### src/rtl/dbg_pkg.sv
// ============================================================================
// Package     : dbg_pkg
// Description : Definitions shared by the MIPS debug frame serializer and the
//               MicroBlaze debug interface: select encodings, serializer
//               state encoding and frame width.
// Revision    : 1.0 - initial release
// ============================================================================
`default_nettype none

package dbg_pkg;

  // Width of one frame as seen by the debug interface
  localparam int NB_FRAME = 32;

  // Request select encodings (6-bit request code)
  localparam logic [5:0] SEL_NONE       = 6'b111111;
  localparam logic [5:0] SEL_MEM_DATA   = 6'b100000;
  localparam logic [5:0] SEL_MEM_INSTR  = 6'b100001;
  localparam logic [5:0] SEL_PC         = 6'b100010;
  localparam logic [5:0] SEL_LATCH_BASE = 6'b100100;

  // Serializer state encoding
  typedef enum logic [1:0] {
    ST_IDLE  = 2'd0,
    ST_SHIFT = 2'd1,
    ST_MEM   = 2'd2,
    ST_EOD   = 2'd3
  } state_e;

  // Latch requests occupy 1001xx and 1010xx (strips 0..7)
  function automatic logic is_latch_sel(input logic [5:0] sel);
    return (sel[5:4] == 2'b10) && ((sel[3:2] == 2'b01) || (sel[3:2] == 2'b10));
  endfunction

endpackage

`default_nettype wire

### src/rtl/debug_latch_mux.sv
// ============================================================================
// Module      : debug_latch_mux
// Description : Combinational N_LATCH:1 selector of NB_LATCH-bit pipeline
//               latch strips. Strip 0 sits in the LSBs of the bus.
// Revision    : 1.0 - initial release
// ============================================================================
`default_nettype none

module debug_latch_mux #(
  parameter int NB_LATCH = 96,
  parameter int N_LATCH  = 8,
  parameter int NB_IDX   = $clog2(N_LATCH)
) (
  input  logic [N_LATCH*NB_LATCH-1:0] i_latch_bus,
  input  logic [NB_IDX-1:0]           i_index,
  output logic [NB_LATCH-1:0]         o_strip
);

  logic [NB_LATCH-1:0] w_strips [N_LATCH];

  // Split the flat bus into individually addressable strips
  for (genvar g = 0; g < N_LATCH; g++) begin : g_strip
    assign w_strips[g] = i_latch_bus[g*NB_LATCH +: NB_LATCH];
  end

  assign o_strip = w_strips[i_index];

endmodule

`default_nettype wire

### src/rtl/debug_frame_serializer.sv
// ============================================================================
// Module      : debug_frame_serializer
// Description : Answers debug-interface data requests. Decodes the one-cycle
//               request select pulse and streams 1 frame (register, PC,
//               memory) or a 3-frame latch strip (MSB first), followed by a
//               one-cycle end-of-data strobe. Also holds the sticky
//               end-of-program flag.
// Config      : DBG_SERIALIZER_MEM_EN - when defined, memory requests
//               (100000/100001) drive the read enables and pass i_mem_data
//               through; otherwise they are treated as unknown codes.
// Revision    : 1.0 - initial release
// ============================================================================
`default_nettype none

module debug_frame_serializer
  import dbg_pkg::*;
#(
  parameter int NB_LATCH  = 96,
  parameter int N_FRAMES  = 3,
  parameter int N_LATCH   = 8,
  parameter int NB_SELECT = 6
) (
  input  logic                         i_clock,
  input  logic                         i_reset,
  input  logic [NB_SELECT-1:0]         i_request_select,
  input  logic                         i_soft_reset,
  input  logic                         i_halt,
  input  logic [NB_FRAME-1:0]          i_reg_data,
  input  logic [NB_FRAME-1:0]          i_pc,
  input  logic [N_LATCH*NB_LATCH-1:0]  i_latch_bus,
  input  logic [NB_FRAME-1:0]          i_mem_data,
  output logic [4:0]                   o_reg_addr,
  output logic                         o_mem_re_data,
  output logic                         o_mem_re_instr,
  output logic [NB_FRAME-1:0]          o_frame,
  output logic                         o_eod,
  output logic                         o_eop
);

  localparam int         NB_IDX     = $clog2(N_LATCH);
  localparam logic [1:0] C_CNT_LOAD = 2'(N_FRAMES - 1);

  state_e              state_q,  state_d;
  logic [NB_LATCH-1:0] buffer_q, buffer_d;
  logic [1:0]          count_q,  count_d;
  logic                eop_q;

  logic [NB_LATCH-1:0] w_strip;
  logic [3:0]          w_strip_off;
  logic [NB_IDX-1:0]   w_strip_idx;
  logic                w_request;

  // Latch strips start at 1001_00, so rebase the low nibble to a 0-based index
  assign w_strip_off = i_request_select[3:0] - 4'd4;
  assign w_strip_idx = w_strip_off[NB_IDX-1:0];
  assign w_request   = (state_q == ST_IDLE) && (i_request_select != SEL_NONE);

  debug_latch_mux #(
    .NB_LATCH (NB_LATCH),
    .N_LATCH  (N_LATCH)
  ) u_latch_mux (
    .i_latch_bus (i_latch_bus),
    .i_index     (w_strip_idx),
    .o_strip     (w_strip)
  );

  // Next-state decode: request dispatch in IDLE, frame sequencing elsewhere
  always_comb begin
    state_d  = state_q;
    buffer_d = buffer_q;
    count_d  = count_q;
    case (state_q)
      ST_IDLE: begin
        if (w_request) begin
          if (!i_request_select[5]) begin
            buffer_d = {i_reg_data, {(NB_LATCH-NB_FRAME){1'b0}}};
            count_d  = 2'd0;
            state_d  = ST_SHIFT;
          end else if (i_request_select == SEL_PC) begin
            buffer_d = {i_pc, {(NB_LATCH-NB_FRAME){1'b0}}};
            count_d  = 2'd0;
            state_d  = ST_SHIFT;
`ifdef DBG_SERIALIZER_MEM_EN
          end else if ((i_request_select == SEL_MEM_DATA) ||
                       (i_request_select == SEL_MEM_INSTR)) begin
            state_d  = ST_MEM;
`endif
          end else if (is_latch_sel(i_request_select)) begin
            buffer_d = w_strip;
            count_d  = C_CNT_LOAD;
            state_d  = ST_SHIFT;
          end else begin
            // Unrecognised code: acknowledge with an empty stream
            state_d  = ST_EOD;
          end
        end
      end
      ST_SHIFT: begin
        if (count_q == 2'd0) begin
          state_d  = ST_EOD;
        end else begin
          buffer_d = buffer_q << NB_FRAME;
          count_d  = count_q - 2'd1;
        end
      end
`ifdef DBG_SERIALIZER_MEM_EN
      ST_MEM:   state_d = ST_EOD;
`endif
      ST_EOD:   state_d = ST_IDLE;
      default:  state_d = ST_IDLE;
    endcase
    if (i_soft_reset) begin
      state_d  = ST_IDLE;
      buffer_d = '0;
      count_d  = 2'd0;
    end
  end

  // Serializer state, shift buffer and frame counter
  always_ff @(posedge i_clock or negedge i_reset) begin
    if (!i_reset) begin
      state_q  <= ST_IDLE;
      buffer_q <= '0;
      count_q  <= 2'd0;
    end else begin
      state_q  <= state_d;
      buffer_q <= buffer_d;
      count_q  <= count_d;
    end
  end

  // Sticky end-of-program; a soft reset overrides a coincident halt
  always_ff @(posedge i_clock or negedge i_reset) begin
    if (!i_reset) begin
      eop_q <= 1'b0;
    end else if (i_soft_reset) begin
      eop_q <= 1'b0;
    end else if (i_halt) begin
      eop_q <= 1'b1;
    end
  end

  assign o_reg_addr = i_request_select[4:0];
  assign o_eod      = (state_q == ST_EOD);
  assign o_eop      = eop_q;

`ifdef DBG_SERIALIZER_MEM_EN
  assign o_mem_re_data  = w_request && (i_request_select == SEL_MEM_DATA);
  assign o_mem_re_instr = w_request && (i_request_select == SEL_MEM_INSTR);

  // Frame output: shift buffer head, memory pass-through, otherwise zero
  always_comb begin
    o_frame = '0;
    if (state_q == ST_SHIFT) begin
      o_frame = buffer_q[NB_LATCH-1 -: NB_FRAME];
    end else if (state_q == ST_MEM) begin
      o_frame = i_mem_data;
    end
  end
`else
  logic w_unused_mem;

  assign o_mem_re_data  = 1'b0;
  assign o_mem_re_instr = 1'b0;
  assign w_unused_mem   = ^i_mem_data;

  // Frame output: shift buffer head, otherwise zero
  always_comb begin
    o_frame = '0;
    if (state_q == ST_SHIFT) begin
      o_frame = buffer_q[NB_LATCH-1 -: NB_FRAME];
    end
  end
`endif

endmodule

`default_nettype wire

### config.mk
export PLATFORM = sky130hd
export DESIGN_NAME = debug_frame_serializer
export DESIGN_NICKNAME = d
export VERILOG_FILES = /design/src/rtl/dbg_pkg.sv /design/src/rtl/debug_latch_mux.sv /design/src/rtl/debug_frame_serializer.sv
export SDC_FILE = /design/constraint.sdc
export NUM_CORES = 1
export LEC_CHECK = 0
export ABC_AREA = 1
export CAP_MARGIN = 15
export CELL_PAD_IN_SITES_DETAIL_PLACEMENT = 2
export CELL_PAD_IN_SITES_GLOBAL_PLACEMENT = 2
export CORE_AREA = 5 5 354 356
export CTS_CLUSTER_DIAMETER = 200
export CTS_CLUSTER_SIZE = 24
export DETAILED_ROUTE_END_ITERATION = 10
export DIE_AREA = 0 0 359 361
export PLACE_DENSITY = 0.67
export SLEW_MARGIN = 10
export SYNTH_ARGS = -nofsm -noshare
export SYNTH_HDL_FRONTEND = slang
export SYNTH_SLANG_ARGS = --single-unit
### constraint.sdc
create_clock -name i_clock -period 2.05 [get_ports i_clock]
set_clock_uncertainty 0.05 [all_clocks]
set_input_delay 0.615 -clock i_clock [delete_from_list [all_inputs] [get_ports i_clock]]
set_output_delay 0.615 -clock i_clock [all_outputs]
set_load 0.005 [all_outputs]
==> run_results.csv, run 1 <==
group,metric,value,unit
status,outcome,"finished, violations left",
status,violations,"setup timing",
layout,stdcell_area,28100,µm²
synth,synth-seq-cells,101,
clock_tree,cts_tree,"yes",
place,placed_cells,5005,
synth,yosys.area.top_type,"nand2_1",
synth,synthFlopType,"dfrtp_1",
setup_path,crit_type,"flip-flop to primary output",
layout,stdcell_count,5103,
synth,ys_top_cells_by_count,"948 x nand2_1, 384 x nor2_1, 229 x inv_1",
run,cap_violations,0,
die,die_h,361,µm
synth,synth_edf_count,0,
place,place_area,25200,µm²
die,die_x,359,µm
layout,syn_to_final_growth,124,%
layout,layout-drive-gt1-share,0.184,
sta,fmax,436,MHz
sta,setup_viol,47,
pwr,ir_worst_vdd,0.358,mV
layout,fillers,14500,
pwr,power_density,424,nW/µm²
setup_path,slowest_delay,0.41,ns
sta,relSlewSlack,0.655,
synth,yosys.area_share.simple,0.556,
route,routed_wl,130000,µm
synth,synth.most_common_cell,"nand2_1",
die,rows,128,
sta,min_period_over_period,1.12,
synth,syn_avg_cell_area,5.15,µm²
sta,finalHoldViolCount,0,
sta,tightestPinTransition,0.516,ns
setup_path,critPathBufInv,5,
clock_tree,insertion_delay,0.38,ns
clock_tree,clk_pin_slew,0.09,ns
die,io_pins,915,
layout,finalNetCount,4345,
setup_path,path_cells,"nor2_4 > inv_6 > buf_12 > buf_12 > nor2_4 > buf_6 > buf_6",
route,drc_errors,0,
setup_path,critPathTopFamily,"buffers and inverters",
die,coreArea,121000,µm²
setup_path,critPathLaunchType,"flip-flop",
setup_path,crit_path_max_fanout,7,
place,pre_cts_slack,-0.904,ns
clock_tree,cts_buffer_depth,2,
setup_path,required,1.38,ns
clock_tree,clkSinkCount,101,
global_route,grt_usage,0.187,
place,place.gp.congestion,0.864,
clock_tree,cts_htree_levels,3,
route,vias,20600,
sta,fin_setup_tns,-4.92,ns
clock_tree,cts_buffers,9,
route,final_antenna_net_count,0,
sta,worst_slack,-0.241,ns
sta,rsz0062_at_grt,"true",
global_route,grt_pass1_wl,175000,µm
synth,seq_area_frac_synth,0.201,
route,wl_per_cell,25.4,µm
route,avgViaCountPerCell,4.04,
sta,layout_min_cycle_time,2.29,ns
synth,netlist_area,12600,µm²
pwr,power,11900,µW
synth,synthAdderAreaFrac,0.00299,
synth,synth_xor_area_frac,0,
synth,synth_top_cell_area_share,0.283,
global_route,overflow,0,
pwr,leakage,0.0123,µW
synth,synth.mux.area_fraction,0,
sta,drv_slew,0,
global_route,antenna_found_initial,41,
synth,synthCells,2437,
route,drtIter0Drc,772,
global_route,grt_pass1_vias,22600,
hold_path,hp-class,"input port to async pin",
setup_path,critPathArrivalTime,1.63,ns
setup_path,crit_slowest_cell,"dfrtp_1",
synth,yosys.cell_types.count,29,
setup_path,end_kind,"primary output",
place,place_hpwl,107000,µm
synth,ys_top_cells_by_area,"nand2_1 28%, dfrtp_1 20%, nor2_1 11%",
die,dieArea,130000,µm²
synth,synthArstFlopShare,1.00,
synth,synth_compound_area_frac,0.102,
synth,synth_top_family_by_area,"simple AND/OR/NAND/NOR gates",
global_route,grt_max_degree,62,
route,dr.pass1.iters,5,
die,start_util,0.103,
synth,synth_warnings,0,
clock_tree,root_buffer,"clkbuf_16",
place,numPortBuffers,880,
clock_tree,holdBufCountCts,0,
-- cells in the final DEF (no fill, tap or decap), types with 3 or more instances in the layout --
cell type	count
nand3_4	9
nand3b_1	13
nand2_4	10
o21ai_0	92
nand4_1	131
nand3_1	111
buf_4	186
or2_2	18
nand3_2	58
o21ai_1	65
buf_12	61
o211ai_1	46
nor2_4	49
diode_2	5
buf_6	57
clkdlybuf4s50_1	834
dlygate4sd2_1	5
buf_2	14
clkbuf_16	18
inv_8	3
dfrtp_1	101
buf_16	25
inv_1	222
inv_6	6
nor2_1	308
nand2_1	899
nor2_2	28
inv_2	6
nand2_2	40
o21ai_2	25
buf_8	10
-- metrics by stage --
stage | hold slack (ns) | util
final | 0.0786 | 0.232
after detailed placement | 0.419 | 0.208
after global routing | 0.0983 | 0.232
after floorplan | 0.269 | -
after CTS | 0.104 | 0.223
after global placement | 0.415 | 0.208
-- sequential cells by signal (all words and copies together) (netlist names) --
register / flops
count_q: 2
o_eop: 1
buffer_q: 96
state_q: 2
-- worst paths after layout --
check	startpoint	endpoint	slack (ns)	cells past startpoint
max reg2reg	state_q[0]$_DFFE_PN0P_	buffer_q[86]$_DFFE_PN0P_	0.08	11
max in group asynchronous	i_reset	buffer_q[82]$_DFFE_PN0P_	1.26	2
max	state_q[1]$_DFFE_PN0P_	o_frame[2]	-0.24	7
min	i_reset	o_eop$_DFFE_PN0P_	0.08	1
min reg2reg	buffer_q[61]$_DFFE_PN0P_	buffer_q[61]$_DFFE_PN0P_	0.44	2
min in group i_clock	buffer_q[61]$_DFFE_PN0P_	buffer_q[61]$_DFFE_PN0P_	0.44	2
-- layout make-up --
class / count / area [µm²] / share of cell area
repair buffers: 1206 / 12900 / 0.458
multi-input cells: 1915 / 9460 / 0.336
flip-flops and latches: 101 / 2530 / 0.0898
well taps: 1625 / 2030 / 0.0723
inverters: 235 / 917 / 0.0326
clock buffers: 9 / 225 / 0.00801
clock inverters: 7 / 81.3 / 0.00289
diodes: 5 / 12.5 / 0.000445
-- power by group --
group / internal [µW] / switching, µW
sequential: 2340 / 256
clock: 874 / 988
combinational: 3710 / 3770
-- per-layer routing --
layer,part of all wire,global-route usage
met5,0.00010,0
met4,0.017,0.0243
met3,0.045,0.0348
met2,0.55,0.378
met1,0.38,0.205
-- kinds of logic (layout without fill, tap and decap cells) --
kind of cell               Yosys count  in the layout
and+or+nand+nor                   1677           1677
buffers and inverters              422           1457
adders and majority gates            3              3
AOI/OAI and AO/OA                  233            233
other                                1              7
DFF                                101            101
-- timing repair --
| item | in CTS | in global routing |
|---|---|---|
| gates cloned | 18 | 9 |
| resized for setup | 365 | 232 |
| buffers inserted | 43 | 26 |
| setup endpoints to repair | 136 | 122 |
| pin swaps | 88 | 193 |
Power figures use the tool's default switching activity.
==> inputs of run 2 (changes only) <==
==> constraint.sdc (replaced) <==
create_clock -name i_clock -period 2.05 [get_ports i_clock]
set_clock_uncertainty 0.05 [all_clocks]
set_input_delay 0.41 -clock i_clock [delete_from_list [all_inputs] [get_ports i_clock]]
set_output_delay 0.41 -clock i_clock [all_outputs]
set_load 0.005 [all_outputs]
==> run_results.csv, run 2 (synthesis results as in run 1) <==
group,metric,value,unit
pwr,clockPowerShare,0.173,
global_route,grt_pass1_wl,173000,µm
clock_tree,cts_htree_levels,3,
route,drtIter0Drc,718,
clock_tree,clkSinkCount,101,
global_route,grt_max_degree,64,
global_route,grt_pass1_vias,22600,
setup_path,end_kind,"primary output",
sta,fmax,475,MHz
sta,worst_slack,-0.0546,ns
route,wl_met3,6240,µm
pwr,pwr-share-seq,0.232,
place,pre_cts_slack,-0.675,ns
layout,largest_register,"buffer_q",
setup_path,crit_slowest_cell,"dfrtp_1",
global_route,grt_usage,0.186,
global_route,antenna_found_initial,45,
route,routed-wl-met2,69000,µm
layout,layout_common_cells,"943 x nand2_1, 839 x clkdlybuf4s50_1, 360 x nor2_1",
die,coreArea,121000,µm²
route,drc_errors,0,
clock_tree,cts_buffers,9,
die,die_h,361,µm
pwr,switching_share,0.414,
clock_tree,insertion_delay,0.38,ns
route,final_antenna_net_count,0,
sta,relSlewSlack,0.585,
layout,layout-drive-gt1-share,0.117,
route,vias,20100,
layout,final_core_util,0.216,
layout,largest_reg_flops,96,
route,dr.pass1.iters,5,
layout,reg.largest.list,"buffer_q (96), count_q (2), state_q (2)",
sta,tightestPinTransition,0.621,ns
setup_path,critPathLaunchType,"flip-flop",
layout,syn_to_final_growth,109,%
sta,rsz0062_at_grt,"true",
pwr,p_comb_frac,0.595,
pwr,power_switching,4700,µW
pwr,intPower,6660,µW
sta,layout_min_cycle_time,2.10,ns
die,die_x,359,µm
setup_path,crit_path_max_fanout,12,
setup_path,critPathBufInv,5,
route,wl_per_cell,25.0,µm
pwr,ir_worst_vdd,0.334,mV
place,place_area,25300,µm²
layout,layout.cells.most_common,"nand2_1",
clock_tree,cts_buffer_depth,2,
route,avgViaCountPerCell,3.97,
clock_tree,root_buffer,"clkbuf_16",
setup_path,crit_top_cell,"buf_12",
global_route,overflow,0,
clock_tree,cts_tree,"yes",
die,start_util,0.103,
clock_tree,clk_pin_slew,0.08,ns
sta,setup_viol,6,
setup_path,critPathArrivalTime,1.64,ns
place,place.gp.congestion,0.878,
sta,drv_slew,0,
setup_path,path_cells,"inv_2 > nor2_4 > inv_8 > buf_12 > buf_12 > nor2_4 > buf_12",
sta,finalHoldViolCount,0,
route,routed_wl,127000,µm
die,rows,128,
setup_path,critPathTopFamily,"buffers and inverters",
layout,fillers,14700,
pwr,leakage,0.0116,µW
die,dieArea,130000,µm²
status,violations,"setup timing",
setup_path,required,1.59,ns
route,drt-met1-wl,47400,µm
sta,min_period_over_period,1.03,
run,cap_violations,0,
die,io_pins,915,
place,numPortBuffers,880,
place,place_hpwl,110000,µm
layout,stdcell_area,26200,µm²
layout,finalNetCount,4299,
setup_path,crit_type,"flip-flop to primary output",
setup_path,slowest_delay,0.37,ns
route,highest_layer,"met5",
hold_path,hp-class,"flip-flop to flip-flop",
pwr,power_density,434,nW/µm²
status,outcome,"finished, violations left",
run 2: area by class of cell:
| class | instances | area, µm² | area share |
|---|---|---|---|
| flip-flops and latches | 101 | 2530 | 0.0964 |
| well taps | 1625 | 2030 | 0.0776 |
| clock buffers | 9 | 225 | 0.00859 |
| inverters | 235 | 915 | 0.0349 |
| multi-input cells | 1915 | 8550 | 0.326 |
| diodes | 18 | 45.0 | 0.00172 |
| repair buffers | 1160 | 11800 | 0.451 |
| clock inverters | 7 | 87.6 | 0.00334 |
run 2: what timing repair did:
item / 4_1_cts / 5_1_grt
endpoints found under the hold margin: 32 / 0
hold buffers: 1 / 0
pin swaps: 8 / 7
gates cloned: 5 / 2
gates resized for setup: 125 / 28
buffers inserted: 11 / 6
endpoints found under the setup margin: 120 / 31
run 2: path summary, 6_finish.rpt:
path                                          startpoint                        to  slack (ns)  depth (start not counted)
worst max-delay path              state_q[0]$_DFFE_PN0P_                o_frame[3]       -0.05                          7
worst min-delay path            buffer_q[72]$_DFFE_PN0P_  buffer_q[72]$_DFFE_PN0P_        0.44                          2
worst max register to register    state_q[0]$_DFFE_PN0P_  buffer_q[20]$_DFFE_PN0P_        0.09                         10
worst min register to register  buffer_q[72]$_DFFE_PN0P_  buffer_q[72]$_DFFE_PN0P_        0.44                          2
max in group asynchronous                        i_reset  buffer_q[17]$_DFFE_PN0P_        0.87                          3
min in group asynchronous                        i_reset  buffer_q[78]$_DFFE_PN0P_        0.50                          2
run 2: worst register-to-register path: cells and delay by family, from the launching register on:
kind | cells | cell delay (ns)
compound gates | 1 | 0.07
buf+inv | 5 | 0.66
flops | 1 | 0.40
simple gates | 4 | 0.65
run 2: layer usage:
metal | track usage | vias to the layer above
li1 | - | 9664
met5 | 0 | -
met4 | 0.0612 | 8
met3 | 0.0400 | 126
met2 | 0.365 | 602
met1 | 0.196 | 9712
run 2: stage by stage:
stage | std cells | setup TNS, ns | hold WS, ns | power [µW]
after floorplan | 2438 | -15.40 | 0.0644 | 4740
after global placement | 5012 | -46.83 | 0.307 | 9110
after detailed placement | 5012 | -49.79 | 0.312 | 9180
after CTS | 5045 | -0.643 | 0.444 | 11600
after global routing | 5067 | -0.723 | 0.469 | 12200
final | 5070 | -0.133 | 0.439 | 11400
run 2: power by group through the flow:
stage / Combinational (µW) / Clock [µW] / Sequential, µW
3_3_place_gp: 6430 / 0 / 2690
5_1_grt: 7330 / 2140 / 2680
4_1_cts: 6840 / 2060 / 2650
6_report: 6760 / 1960 / 2640
2_1_floorplan: 2250 / 0 / 2490
3_5_place_dp: 6500 / 0 / 2690
